--- config.mk ---
export PLATFORM = sky130hd
export DESIGN_NAME = performance_counter
export DESIGN_NICKNAME = d
export VERILOG_FILES = /design/src/rtl/performance_counter_pkg.sv /design/src/rtl/performance_counter_event_counter.sv /design/src/rtl/performance_counter.sv
export SDC_FILE = /design/constraint.sdc
export NUM_CORES = 1
export LEC_CHECK = 0
export ABC_CLOCK_PERIOD_IN_PS = 4100
export BUFFER_PORTS_ARGS = -buffer_cell sky130_fd_sc_hd__buf_2
export CORE_AREA = 8 8 98 100
export DETAILED_ROUTE_END_ITERATION = 6
export DIE_AREA = 0 0 106 108
export PLACE_DENSITY_LB_ADDON = 0.15
export SLEW_MARGIN = 20
export SYNTH_ARGS = -nofsm -noshare
export SYNTH_HDL_FRONTEND = slang
export SYNTH_HIERARCHICAL = 1
export SYNTH_SLANG_ARGS = --single-unit
--- constraint.sdc ---
create_clock -name clk -period 4.1 [get_ports clk]
set_clock_uncertainty 0.1 [all_clocks]
set_input_delay 1.025 -clock clk [delete_from_list [all_inputs] [get_ports clk]]
set_output_delay 1.025 -clock clk [all_outputs]
set_load 0.05 [all_outputs]
--- src/rtl/performance_counter_pkg.sv ---
// -----------------------------------------------------------------------------
// lc3b_types: shared LC-3b types for the performance counter.
//   lc3b_word   - 16-bit machine word
//   lc3b_opcode - the 16 LC-3b opcodes (instruction bits [15:12])
//   perf_mode_t - counter_type mode select
// Helper functions classify opcodes into the memory and control groups.
// -----------------------------------------------------------------------------
package lc3b_types;

  typedef logic [15:0] lc3b_word;

  typedef enum logic [3:0] {
    op_br   = 4'b0000,
    op_add  = 4'b0001,
    op_ldb  = 4'b0010,
    op_stb  = 4'b0011,
    op_jsr  = 4'b0100,
    op_and  = 4'b0101,
    op_ldr  = 4'b0110,
    op_str  = 4'b0111,
    op_rti  = 4'b1000,
    op_not  = 4'b1001,
    op_ldi  = 4'b1010,
    op_sti  = 4'b1011,
    op_jmp  = 4'b1100,
    op_shf  = 4'b1101,
    op_lea  = 4'b1110,
    op_trap = 4'b1111
  } lc3b_opcode;

  typedef enum logic [1:0] {
    PERF_ALL     = 2'd0,
    PERF_BRANCH  = 2'd1,
    PERF_MEMORY  = 2'd2,
    PERF_CONTROL = 2'd3
  } perf_mode_t;

  function automatic logic is_load(input lc3b_opcode op);
    return (op == op_ldb) || (op == op_ldr) || (op == op_ldi);
  endfunction

  function automatic logic is_store(input lc3b_opcode op);
    return (op == op_stb) || (op == op_str) || (op == op_sti);
  endfunction

  function automatic logic is_control(input lc3b_opcode op);
    return (op == op_jsr) || (op == op_jmp) || (op == op_trap) || (op == op_rti);
  endfunction

endpackage

--- src/rtl/performance_counter_event_counter.sv ---
// -----------------------------------------------------------------------------
// perf_event_counter: 16-bit event counter with synchronous clear.
//   clk   - clock
//   rst_n - asynchronous active-low reset (count -> 0)
//   inc   - add one this edge
//   clr   - clear to zero this edge (wins over inc)
//   count - registered count
// Macro PERF_COUNTER_SATURATE_EN: defined -> hold at 0xFFFF; undefined -> wrap.
// -----------------------------------------------------------------------------
module perf_event_counter
  import lc3b_types::*;
(
  input  logic     clk,
  input  logic     rst_n,
  input  logic     inc,
  input  logic     clr,
  output lc3b_word count
);

  lc3b_word count_q, count_d;

  always_comb begin
    count_d = count_q;
    if (clr) begin
      count_d = '0;
    end else if (inc) begin
`ifdef PERF_COUNTER_SATURATE_EN
      if (count_q != 16'hFFFF) count_d = count_q + 16'd1;
`else
      count_d = count_q + 16'd1;
`endif
    end
  end

  always_ff @(posedge clk or negedge rst_n) begin
    if (!rst_n) count_q <= '0;
    else        count_q <= count_d;
  end

  assign count = count_q;

endmodule

--- src/rtl/performance_counter.sv ---
// -----------------------------------------------------------------------------
// performance_counter: LC-3b retirement-event monitor.
//   clk          - clock
//   rst_n        - asynchronous active-low reset
//   trigger      - one-cycle strobe per instruction event
//   pc_in        - PC of the triggering instruction
//   opcode       - opcode of the triggering instruction
//   counter_type - mode: 0 ALL, 1 BRANCH, 2 MEMORY, 3 CONTROL
//   count1       - primary count (registered)
//   count2       - secondary count (registered)
// Overflow behaviour follows macro PERF_COUNTER_SATURATE_EN (see
// perf_event_counter): saturate when defined, wrap otherwise.
// -----------------------------------------------------------------------------
module performance_counter
  import lc3b_types::*;
(
  input  logic       clk,
  input  logic       rst_n,
  input  logic       trigger,
  input  lc3b_word   pc_in,
  input  lc3b_opcode opcode,
  input  logic [1:0] counter_type,
  output lc3b_word   count1,
  output lc3b_word   count2
);

  perf_mode_t mode_q, mode_d;
  logic       pend_q, pend_d;
  lc3b_word   br_pc_q, br_pc_d;

  logic inc1, inc2, clr;
  perf_mode_t req_mode;

  assign req_mode = perf_mode_t'(counter_type);

  always_comb begin
    mode_d  = mode_q;
    pend_d  = pend_q;
    br_pc_d = br_pc_q;
    inc1    = 1'b0;
    inc2    = 1'b0;
    clr     = 1'b0;

    if (req_mode != mode_q) begin
      // Mode switch edge: wipe everything and count nothing.
      mode_d = req_mode;
      pend_d = 1'b0;
      clr    = 1'b1;
    end else begin
      unique case (mode_q)
        PERF_ALL: begin
          inc1 = trigger;
          inc2 = 1'b1;
        end
        PERF_BRANCH: begin
          if (trigger) begin
            // Resolve any pending BR before possibly recording this one,
            // so back-to-back BRs are each classified.
            if (pend_q && (pc_in != br_pc_q + 16'd2)) inc2 = 1'b1;
            pend_d = (opcode == op_br);
            inc1   = (opcode == op_br);
            if (opcode == op_br) br_pc_d = pc_in;
          end
        end
        PERF_MEMORY: begin
          inc1 = trigger && is_load(opcode);
          inc2 = trigger && is_store(opcode);
        end
        PERF_CONTROL: begin
          inc1 = trigger && is_control(opcode);
          inc2 = !trigger;
        end
        default: ;
      endcase
    end
  end

  always_ff @(posedge clk or negedge rst_n) begin
    if (!rst_n) begin
      mode_q  <= PERF_ALL;
      pend_q  <= 1'b0;
      br_pc_q <= '0;
    end else begin
      mode_q  <= mode_d;
      pend_q  <= pend_d;
      br_pc_q <= br_pc_d;
    end
  end

  perf_event_counter u_cnt1 (
    .clk   (clk),
    .rst_n (rst_n),
    .inc   (inc1),
    .clr   (clr),
    .count (count1)
  );

  perf_event_counter u_cnt2 (
    .clk   (clk),
    .rst_n (rst_n),
    .inc   (inc2),
    .clr   (clr),
    .count (count2)
  );

endmodule

==> results.md <==
Run status:
- The run finished with clean final reports.

STA:
- The headroom to the max-slew limit is between 40 and 50%.
- Static timing analysis puts the maximum clock frequency at about 300 MHz.
- The final-report max-slew violation count is 0.
- The final-report setup violation count is 0.
- The slew at the pin closest to its max-slew limit is slightly below 0.9 ns.
- The minimum clock period after layout is 3.32 ns.
- Setup repair after global routing left no endpoint under its margin.
- The share of the clock period used by the worst path is between 80% and 90%.
- After routing, the total negative slack on setup checks comes to 0 ns.
- The count of final hold-check violations was 0.

Routing:
- The iteration count of the initial detailed-routing pass is 4.
- Using the TritonRoute via totals, the vias-per-cell ratio works out to roughly 5.
- The average wire per standard cell is 14.3 um.
- The remaining routing DRC violations is 0.
- The detailed router placed roughly 2400 vias in this run.
- The detailed router finished its first iteration with between 70 and 80 violations.
- The aggregate routed wire length is about 6700 um.
- The antenna violation net count after detailed routing is 0.

Worst setup path:
- STA classifies the critical path startpoint as an input pin.
- The largest delay contributor family on the critical path is compound AO/OA/AOI/OAI gates.
- In this run the register-to-register setup slack is 1.00 ns.
- The slowest cell on the critical path is sky130_fd_sc_hd__a31oi_1.
- STA puts the critical path data required time at between 4 and 5 ns.
- The kind of end point of the critical path is a flip-flop.
- Traced cell by cell, the critical path runs through buf_2, xor2_1, nor3_1, o32ai_1, o31ai_1, a31oi_1, o211ai_4, nor3_2, nor3b_2, mux2_4.
- The startpoint identified for the worst register-to-register timing path is br_pc_q[1].
- At the worst endpoint, the arrival time is 3.42 ns.
- The depth of the most critical reg-to-reg path is 11.
- The maximum fanout encountered on the critical timing path is 7.
- The critical register-to-register path endpoint is u_cnt2/count[15].
- The stage delay of the slowest cell on the critical path is about 0.4 ns.
- The setup path with the least slack is of type input pin to flip-flop.
- The number of buffers and inverters on the critical path is 1.

Die:
- The floorplan core area is 8050 um^2.
- The width of the die is 106 um.
- The initial utilization of the core area, before any placement, comes to ~39%.
- The floorplan step defined a die boundary enclosing roughly 11000 um^2.
- Pin placement for this block handled 57 I/O pins.
- The die boundary height is between 100 and 150 um.
- The number of rows in the core area is 33.

Synthesis:
- The most used flip-flop cell after synthesis is sky130_fd_sc_hd__dfrtp_1.
- Summing every instance area after synthesis gives 3150 um^2.
- The fraction of registers with async set or reset after synthesis is between 90% and 100%.
- In this run the biggest area consumer among cell types represents 40.5% of the synthesized area.
- The number of register bits inferred by synthesis is 51.
- Averaged over all synthesized cells, the footprint is slightly above 10 um^2.
- The biggest area contributor in the post-synthesis netlist is sky130_fd_sc_hd__dfrtp_1.
- Sorting the synthesized cells by area gives the leading types as sky130_fd_sc_hd__dfrtp_1, sky130_fd_sc_hd__xnor2_1, sky130_fd_sc_hd__mux2_2, sky130_fd_sc_hd__nor2_1, sky130_fd_sc_hd__xor2_1.
- In the synthesized netlist, the number of instances is approximately 310.
- The total nets after synthesis is 340.
- During synthesis, Yosys emitted a total of 6 warnings.
- The sequential fraction of the synthesis area is 40.5%.
- The count of flip-flops with a built-in enable after synthesis is 0.
- The distinct cell type count of the synthesized netlist is about 50.

Layout:
- The number of antenna diodes in the final layout is 0.
- The register area is approximately 1300 um^2.
- In the layout the commonest cells are sky130_fd_sc_hd__buf_2, sky130_fd_sc_hd__dfrtp_1, sky130_fd_sc_hd__nor2_1.
- Relative to the synthesized area, the layout overhead comes to 14.3%.
- At the end of the flow the core is filled with cells to between 40% and 50%.
- The share of layout cells above drive strength 1 is between 30% and 40%.
- The multi-input gate area in the final layout is ~1700 um^2.
- The filler cells instantiated in the layout total 818.
- Leaving out fill and tap cells, the most frequent cell in the layout is sky130_fd_sc_hd__buf_2.
- The net count of the finished layout is 391.

Global route:
- The all-layer global routing usage is between 10% and 20%.
- The largest net degree at the start of global routing is between 40 and 50.
- The initial antenna violation count is 0.
- The number of global-route vias before repair is approximately 2400.
- The total overflow left after global routing is 0.
- The global-route wire length before repair is around 11000 um.

Pwr:
- Combinational cells account for a little under an eighth of the total power.
- The internal power is around 0.00076 W.
- The leakage power is between 1.5 and 2 nW.
- The register share of total power is between 50% and 60%.
- Dividing total power by cell area gives a power density of 282 nW/um^2.
- The net switching power is between 0.0002 and 0.0003 W.
- The switching fraction of total power is ~25%.
- IR analysis of the VDD net gives a maximum drop of roughly 170 uV.
- The clock network accounts for 36.2% of the total power.

CTS:
- The count of H-tree levels built during CTS is 2.
- The post-CTS resize count is 0.
- The later pin in the worst-skew pair is clocked with a latency of ~0.30 ns.
- TritonCTS built the clock tree.
- The post-CTS setup buffer count is 0.
- The CTS buffer count is 5.
- The number of buffers inserted for hold repair after clock tree synthesis is 0.
- The clock slew seen by the registers of the worst setup and hold paths is 0.09 ns.
- The deepest clock path buffer count is 2.
- The clock root buffer master is sky130_fd_sc_hd__clkbuf_8.
- CTS saw 51 sinks.

Place:
- The count of input and output buffers is 56.
- The post-DP HPWL is ~5000 um.
- At the end of routability-driven placement, the weighted congestion stood at 0.796.

Hold path:
- In this run the most critical hold path is launched from br_pc_q[15].
- The type of the tightest min-delay check is flip-flop to flip-flop.
- The endpoint of the worst hold path is br_pc_q[15].
- The hold-critical path depth is 1.

Job:
- The reported max-cap violation count is 0.
[registers in the layout, summed over array words and instances, names as in the netlist]
register,count
u_cnt1/count,16
u_cnt2/count,16
mode_q,2
pend_q,1
br_pc_q,16
[kinds of logic after synthesis]
group / after synthesis / share of synthesized area, %
simple gates: 127 / 24.5
buf+inv: 27 / 4.73
fa+ha+maj: 3 / 1.19
compound gates: 41 / 9.06
flops: 51 / 40.5
xor+xnor: 41 / 12.0
mux: 22 / 7.98
[synth_stat cells (2+ instances only)]
master	number
sky130_fd_sc_hd__mux2_4	2
sky130_fd_sc_hd__xnor2_1	26
sky130_fd_sc_hd__and3_1	3
sky130_fd_sc_hd__buf_6	4
sky130_fd_sc_hd__xor2_1	14
sky130_fd_sc_hd__nor3_2	3
sky130_fd_sc_hd__nand4_1	12
sky130_fd_sc_hd__or3_1	8
sky130_fd_sc_hd__nor2_1	34
sky130_fd_sc_hd__nand3_1	8
sky130_fd_sc_hd__buf_2	5
sky130_fd_sc_hd__nand3b_1	2
sky130_fd_sc_hd__nor3_1	6
sky130_fd_sc_hd__clkbuf_1	4
sky130_fd_sc_hd__nor4b_2	2
sky130_fd_sc_hd__nor2b_1	4
sky130_fd_sc_hd__nor3b_2	2
sky130_fd_sc_hd__dfrtp_1	51
sky130_fd_sc_hd__inv_1	11
sky130_fd_sc_hd__mux2_2	15
sky130_fd_sc_hd__mux2i_1	3
sky130_fd_sc_hd__nor4_2	9
sky130_fd_sc_hd__nand4_2	3
sky130_fd_sc_hd__nor4_1	4
sky130_fd_sc_hd__o32ai_1	2
sky130_fd_sc_hd__o21ai_0	10
sky130_fd_sc_hd__o31ai_1	2
sky130_fd_sc_hd__a21oi_1	13
sky130_fd_sc_hd__nand2_1	22
sky130_fd_sc_hd__mux2_1	2
sky130_fd_sc_hd__o22ai_1	3
sky130_fd_sc_hd__ha_1	3
sky130_fd_sc_hd__o211ai_4	2
sky130_fd_sc_hd__buf_4	3
[how the worst max path moves through the flow]
stage               startpoint               end  slack (ns)  depth (start not counted)
floorplan             pc_in[8]  u_cnt2/count[15]        0.85                         11
global placement      pc_in[8]  u_cnt2/count[15]        0.62                         10
detailed placement   pc_in[10]  u_cnt2/count[15]        0.53                         10
CTS                  pc_in[10]  u_cnt2/count[15]        0.88                         10
global route         pc_in[10]  u_cnt2/count[15]        0.67                         10
finish               pc_in[10]  u_cnt2/count[15]        0.78                         10
[power by group through the flow]
stage / registers (W) / logic (W) / clock network [W]
after floorplan: 0.000536 / 0.0000826 / 0
after detailed placement: 0.000541 / 0.000119 / 0
final: 0.000531 / 0.000117 / 0.000367
after global placement: 0.000541 / 0.000117 / 0
after global routing: 0.000534 / 0.000131 / 0.000405
after CTS: 0.000532 / 0.000119 / 0.000387
[worst register-to-register path: stages, from the launching register on]
cell                       delay (ns)
sky130_fd_sc_hd__dfrtp_1         0.45
sky130_fd_sc_hd__ha_1            0.25
sky130_fd_sc_hd__nand2_1         0.19
sky130_fd_sc_hd__or3_1           0.17
sky130_fd_sc_hd__a21oi_1         0.06
sky130_fd_sc_hd__or4_1           0.53
sky130_fd_sc_hd__nor4_2          0.15
sky130_fd_sc_hd__a31oi_1         0.20
sky130_fd_sc_hd__o211ai_4        0.34
sky130_fd_sc_hd__nor3_2          0.10
sky130_fd_sc_hd__nor3b_2         0.17
sky130_fd_sc_hd__mux2_4          0.29
[metal layers]
metal	GRT usage, %	up-vias	wire (um)
li1	-	1212	-
met1	15.2	1136	3150
met2	19.7	58	3200
met3	3.09	7	306
met4	3.22	0	68
met5	0	-	0
[cell type report]
type | count | area share [%]
repair buffers | 60 | 8.61
inverters | 11 | 1.15
multi-input cells | 234 | 47.9
well taps | 105 | 3.65
flip-flops and latches | 51 | 35.4
clock buffers | 6 | 2.29
clock inverters | 2 | 0.973
[metrics by stage]
step	cell area [um^2]	power (W)	worst slack [ns]	hold WS, ns	instances
5_1_grt	3600	0.00107	0.668	0.456	469
3_3_place_gp	3480	0.000658	0.625	0.412	461
4_1_cts	3600	0.00104	0.877	0.439	469
3_5_place_dp	3480	0.000660	0.532	0.416	461
2_1_floorplan	3150	0.000619	0.847	0.401	312
6_report	3600	0.00102	0.776	0.434	469
Note: power is estimated with default switching activity, not from simulation.
